File: src/rtl/one_two_demux_32b_buf.sv
// Generic synchronous FIFO with registered head output and occupancy count.
// Latency: a pushed word is visible on head_dat/head_vld the cycle after the push edge.
// Backpressure: a push into a full FIFO is ignored; push_rdy depends only on registered count.
module fifo #(
  parameter int WIDTH = 32,
  parameter int DEPTH = 2,
  parameter int CW    = 2
) (
  input  logic             clk,
  input  logic             rst_n,
  input  logic             flush,
  input  logic             push_vld,
  output logic             push_rdy,
  input  logic [WIDTH-1:0] push_dat,
  output logic             head_vld,
  input  logic             head_rdy,
  output logic [WIDTH-1:0] head_dat,
  output logic [CW-1:0]    count
);

  localparam int AW = $clog2(DEPTH);
  localparam logic [CW-1:0] FULL_CNT = CW'(DEPTH);

  logic [WIDTH-1:0] mem_q [DEPTH];
  logic [WIDTH-1:0] mem_d [DEPTH];
  logic [AW-1:0]    wr_ptr_q, wr_ptr_d;
  logic [AW-1:0]    rd_ptr_q, rd_ptr_d;
  logic [CW-1:0]    count_q, count_d;
  logic             push_en;
  logic             pop_en;

  assign push_rdy = (count_q < FULL_CNT);
  assign head_vld = (count_q != '0);
  assign head_dat = mem_q[rd_ptr_q];
  assign count    = count_q;

  // Qualify handshakes so a full FIFO never overwrites and an empty one never underflows.
  always_comb begin
    push_en = push_vld && push_rdy;
    pop_en  = head_vld && head_rdy;
  end

  // Next-state for storage, pointers and count; flush wins over any push or pop.
  always_comb begin
    mem_d    = mem_q;
    wr_ptr_d = wr_ptr_q;
    rd_ptr_d = rd_ptr_q;
    count_d  = count_q;
    if (flush) begin
      wr_ptr_d = '0;
      rd_ptr_d = '0;
      count_d  = '0;
    end else begin
      if (push_en) begin
        mem_d[wr_ptr_q] = push_dat;
        wr_ptr_d        = wr_ptr_q + AW'(1);
      end
      if (pop_en) begin
        rd_ptr_d = rd_ptr_q + AW'(1);
      end
      case ({push_en, pop_en})
        2'b10:   count_d = count_q + CW'(1);
        2'b01:   count_d = count_q - CW'(1);
        default: count_d = count_q;
      endcase
    end
  end

  // State registers; reset clears storage too so the head word reads zero while empty after reset.
  always_ff @(posedge clk or negedge rst_n) begin
    if (!rst_n) begin
      for (int i = 0; i < DEPTH; i++) begin
        mem_q[i] <= '0;
      end
      wr_ptr_q <= '0;
      rd_ptr_q <= '0;
      count_q  <= '0;
    end else begin
      for (int i = 0; i < DEPTH; i++) begin
        mem_q[i] <= mem_d[i];
      end
      wr_ptr_q <= wr_ptr_d;
      rd_ptr_q <= rd_ptr_d;
      count_q  <= count_d;
    end
  end

endmodule

// Buffered 1-to-2 steering: routes each accepted word to channel 0 or 1 by select.
// Latency: one cycle from accept edge to the word appearing at the channel head; no bypass.
// Backpressure: in_ready reflects only the selected channel's registered fullness, never out*_ready.
module one_two_demux_32b_buf #(
  parameter int WIDTH = 32,
  parameter int DEPTH = 2,
  parameter int CW    = 2
) (
  input  logic             clk,
  input  logic             rst_n,
  input  logic             flush,
  input  logic             in_valid,
  output logic             in_ready,
  input  logic [WIDTH-1:0] in_data,
  input  logic             select,
  output logic             out0_valid,
  input  logic             out0_ready,
  output logic [WIDTH-1:0] out0_data,
  output logic             out1_valid,
  input  logic             out1_ready,
  output logic [WIDTH-1:0] out1_data,
  output logic [CW-1:0]    out0_count,
  output logic [CW-1:0]    out1_count
);

  logic push0_vld;
  logic push1_vld;
  logic push0_rdy;
  logic push1_rdy;

  // Steer the push to exactly one channel; in_valid gating keeps an unknown select harmless.
  always_comb begin
    push0_vld = in_valid && (select == 1'b0);
    push1_vld = in_valid && (select == 1'b1);
    in_ready  = select ? push1_rdy : push0_rdy;
  end

  fifo #(
    .WIDTH (WIDTH),
    .DEPTH (DEPTH),
    .CW    (CW)
  ) u_fifo0 (
    .clk      (clk),
    .rst_n    (rst_n),
    .flush    (flush),
    .push_vld (push0_vld),
    .push_rdy (push0_rdy),
    .push_dat (in_data),
    .head_vld (out0_valid),
    .head_rdy (out0_ready),
    .head_dat (out0_data),
    .count    (out0_count)
  );

  fifo #(
    .WIDTH (WIDTH),
    .DEPTH (DEPTH),
    .CW    (CW)
  ) u_fifo1 (
    .clk      (clk),
    .rst_n    (rst_n),
    .flush    (flush),
    .push_vld (push1_vld),
    .push_rdy (push1_rdy),
    .push_dat (in_data),
    .head_vld (out1_valid),
    .head_rdy (out1_ready),
    .head_dat (out1_data),
    .count    (out1_count)
  );

endmodule

File: config.mk
export PLATFORM = sky130hd
export DESIGN_NAME = one_two_demux_32b_buf
export DESIGN_NICKNAME = d
export VERILOG_FILES = /design/src/rtl/one_two_demux_32b_buf.sv
export SDC_FILE = /design/constraint.sdc
export NUM_CORES = 1
export LEC_CHECK = 0
export BUFFER_PORTS_ARGS = -buffer_cell sky130_fd_sc_hd__clkbuf_2
export CAP_MARGIN = 20
export CORE_UTILIZATION = 25
export DETAILED_ROUTE_END_ITERATION = 6
export RECOVER_POWER = 25
export SYNTH_ARGS = -nofsm -noshare
export SYNTH_HDL_FRONTEND = slang
export SYNTH_SLANG_ARGS = --single-unit
export TNS_END_PERCENT = 5
File: constraint.sdc
create_clock -name clk -period 2.35 [get_ports clk]
set_input_delay 0.235 -clock clk [delete_from_list [all_inputs] [get_ports clk]]
set_output_delay 0.235 -clock clk [all_outputs]
set_load 0.02 [all_outputs]
==> flow_metrics.py <==
metrics = {
    "floorplan": {
        "die_h_um": 157.6,
        "die_w_um": 157.6,
        "rows": 56,
        "dieArea_sq_um": 24850,
        "io_pins": 110,
        "core-area_sq_um": 23610,
        "start_util": 0.2565,
    },
    "clock_network": {
        "clk_latency_ns": 0.41,
        "cts_tree": "yes",
        "cts_buffer_depth": 2,
        "clock-sinks": 136,
        "clk_pin_slew_ns": 0.06,
        "ctsHtreeMaxLevel": 4,
        "cts-root-buf": "clkbuf_16",
        "cts_buffers": 17,
        "cts_resized": 0,
    },
    "global_route": {
        "grt.overflow.total": 0,
        "grt_pass1_vias": 3929,
        "grt_first_pass_wirelength_mm": 21.01,
        "antenna_found_initial": 0,
        "grt_max_degree": 69,
        "grt_usage": 0.1123,
    },
    "yosys": {
        "synthFlopType": "dfrtp_1",
        "synth_area_per_cell_sq_um": 15.69,
        "synth_top_area_cell": "dfrtp_1",
        "postSynth.asyncResetShare": 1.000,
        "synthTopCellsByCount": "mux2_2, dfrtp_1, mux2_4, clkbuf_1, buf_2",
        "yosys_warnings": 0,
        "syn_inst": 386,
        "ys_seq_area_frac": 0.5620,
        "netlist_area_sq_um": 6056,
        "syn_nets": 425,
        "ys_ff_latch": 136,
        "netlist.area_leader.share": 0.5620,
        "ys_types": 26,
        "synth-edff-count": 0,
        "synthMostInstantiatedCell": "mux2_2",
        "synth_area_leaders": "dfrtp_1, mux2_2, mux2_4, mux2_1, buf_2",
    },
    "placed_design": {
        "portBuffers": 109,
        "gp_congestion": 0.7060,
        "numPlacedInstances": 806,
        "pre_cts_ws_ns": 0.3417,
        "hpwl_mm": 9.085,
        "placed_cell_area_sq_um": 7027,
    },
    "hold_path": {
        "min_from": "in_data[0]",
        "hold_path.class": "in2reg",
        "worstHoldPathCells": 2,
        "min_delay_worst_endpoint": "u_fifo1.mem_q[0]",
    },
    "route": {
        "dr_total_vias": 3551,
        "dr.first_iter.drc_count": 110,
        "postRouteWirelength_mm": 13.16,
        "vias_per_cell": 4.237,
        "routedWlPerCell_um": 15.71,
        "final_antenna_net_count": 0,
        "post-route-drc-count": 0,
        "dr.pass1.iters": 4,
    },
    "worst_setup_path": {
        "crit_chain": "buf_12 -> mux2_2 -> clkbuf_2",
        "r2r_slack_ns": 0.33,
        "worstPathArrival_ns": 1.79,
        "critical_path_class": "reg2out",
        "path_max_fanout": 19,
        "required_ns": 2.12,
        "r2r_end": "u_fifo1.mem_q[30]",
        "max_stage_delay_ns": 0.63,
        "slowest_stage": "dfrtp_2",
        "reg2reg_depth": 4,
        "reg2reg_from": "u_fifo1.count[1]",
        "start_kind": "register",
        "crit_path_end_kind": "primary output",
    },
    "timing": {
        "tightest_slew_ns": 0.6591,
        "max-slew-margin-rel": 0.5606,
        "finalSetupViolCount": 0,
        "max_freq_mhz": 492.9,
        "skew_ns": 0.007603,
        "fin_ws_ns": 0.3211,
        "tns_ns": 0,
        "hold_viol": 0,
        "rsz0062_at_grt": "false",
        "drv_slew": 0,
        "layout_worst_path_cycle_share": 0.8634,
        "period_needed_ns": 2.029,
    },
    "outcome": {
        "status": "finished, final reports clean",
    },
    "power_and_ir_drop": {
        "p_leak_nw": 3.477,
        "max-vdd-ir-drop_v": 0.0003754,
        "cellPowerDensity_nw_per_um2": 990.9,
    },
    "final_layout": {
        "finalNonFillerCells": 838,
        "multi_input_comb_area_sq_um": 2536,
        "final_cell_area_sq_um": 7559,
        "nets": 546,
        "diodes": 0,
        "drive_above_1_share": 0.6705,
        "regArea_sq_um": 3406,
        "n_fill_cell": 2381,
        "utilization": 0.3201,
        "syn2layout_area_growth_pct": 24.81,
    },
    "run": {
        "max_cap_violations": 0,
    },
}
-- placed cells by master (no fill, tap or decap), drive strengths merged, types with 4 or more instances in the layout --
master    Yosys  final
buf          13     13
clkbuf        9    130
clkinv        0      6
clkinvlp      0      4
dfrtp       136    136
mux2        192    192
nor2          5      5
xor2          4      4
-- layer usage --
| metal | wire, um | share of wire | global-route usage |
|---|---|---|---|
| met5 | 0 | 0 | 0 |
| met4 | 129 | 0.0098 | 0.04068 |
| met3 | 422 | 0.032 | 0.02956 |
| met2 | 6753 | 0.51 | 0.1877 |
| met1 | 5858 | 0.45 | 0.1384 |
-- critical path: cells and delay by family, from the launching register on --
kind | cells | cell delay [ns]
buffers and inverters | 2 | 0.39
muxes | 1 | 0.36
DFF | 1 | 0.63
-- area by class of cell --
cell class | count | area share
timing repair buffer | 124 | 0.09055
clock buffer | 20 | 0.06042
multi-input combinational | 228 | 0.3355
sequential | 136 | 0.4506
clock inverter | 11 | 0.01010
tap | 319 | 0.05281
-- how the worst max path moves through the flow --
stage,startpoint,to,cells past startpoint
finish,u_fifo0.rd_ptr_q,out0_data[0],3
CTS,u_fifo0.rd_ptr_q,out0_data[23],3
global route,u_fifo0.rd_ptr_q,out0_data[23],3
floorplan,u_fifo1.count[1],u_fifo1.mem_q[10],5
detailed placement,u_fifo1.count[1],u_fifo1.mem_q[31],4
global placement,u_fifo1.count[1],u_fifo1.mem_q[6],4
-- sequential cells by signal, summed over array words and instances (netlist names) --
name / count
u_fifo1.count: 2
u_fifo0.wr_ptr_q: 1
u_fifo1.rd_ptr_q: 1
u_fifo1.mem_q: 64
u_fifo0.count: 2
u_fifo0.mem_q: 64
u_fifo1.wr_ptr_q: 1
u_fifo0.rd_ptr_q: 1
-- metrics by stage --
stage               hold WS [ns]  total power [mW]
floorplan               -0.06059             4.541
global placement          0.2835             5.065
detailed placement        0.2985             5.162
CTS                      0.07964             7.633
global route             0.09422             7.898
finish                    0.1034             7.490
-- where the power goes --
group          internal, mW  switching (mW)
logic                 0.982           0.873
registers              2.93           0.301
clock network          1.40            1.01
total                  5.31            2.18
-- kinds of logic after synthesis --
logic type | synth area share
XOR/XNOR | 0.008678
AO/OA/AOI/OAI | 0.007644
buffers and inverters | 0.02066
flip-flops | 0.5620
multiplexers | 0.3773
AND/OR/NAND/NOR | 0.02376
-- timing repair --
item,CTS,global route
hold endpoints to repair,65,0
hold buffers,1,0
buffers inserted,0,0
Power figures use the tool's default switching activity.
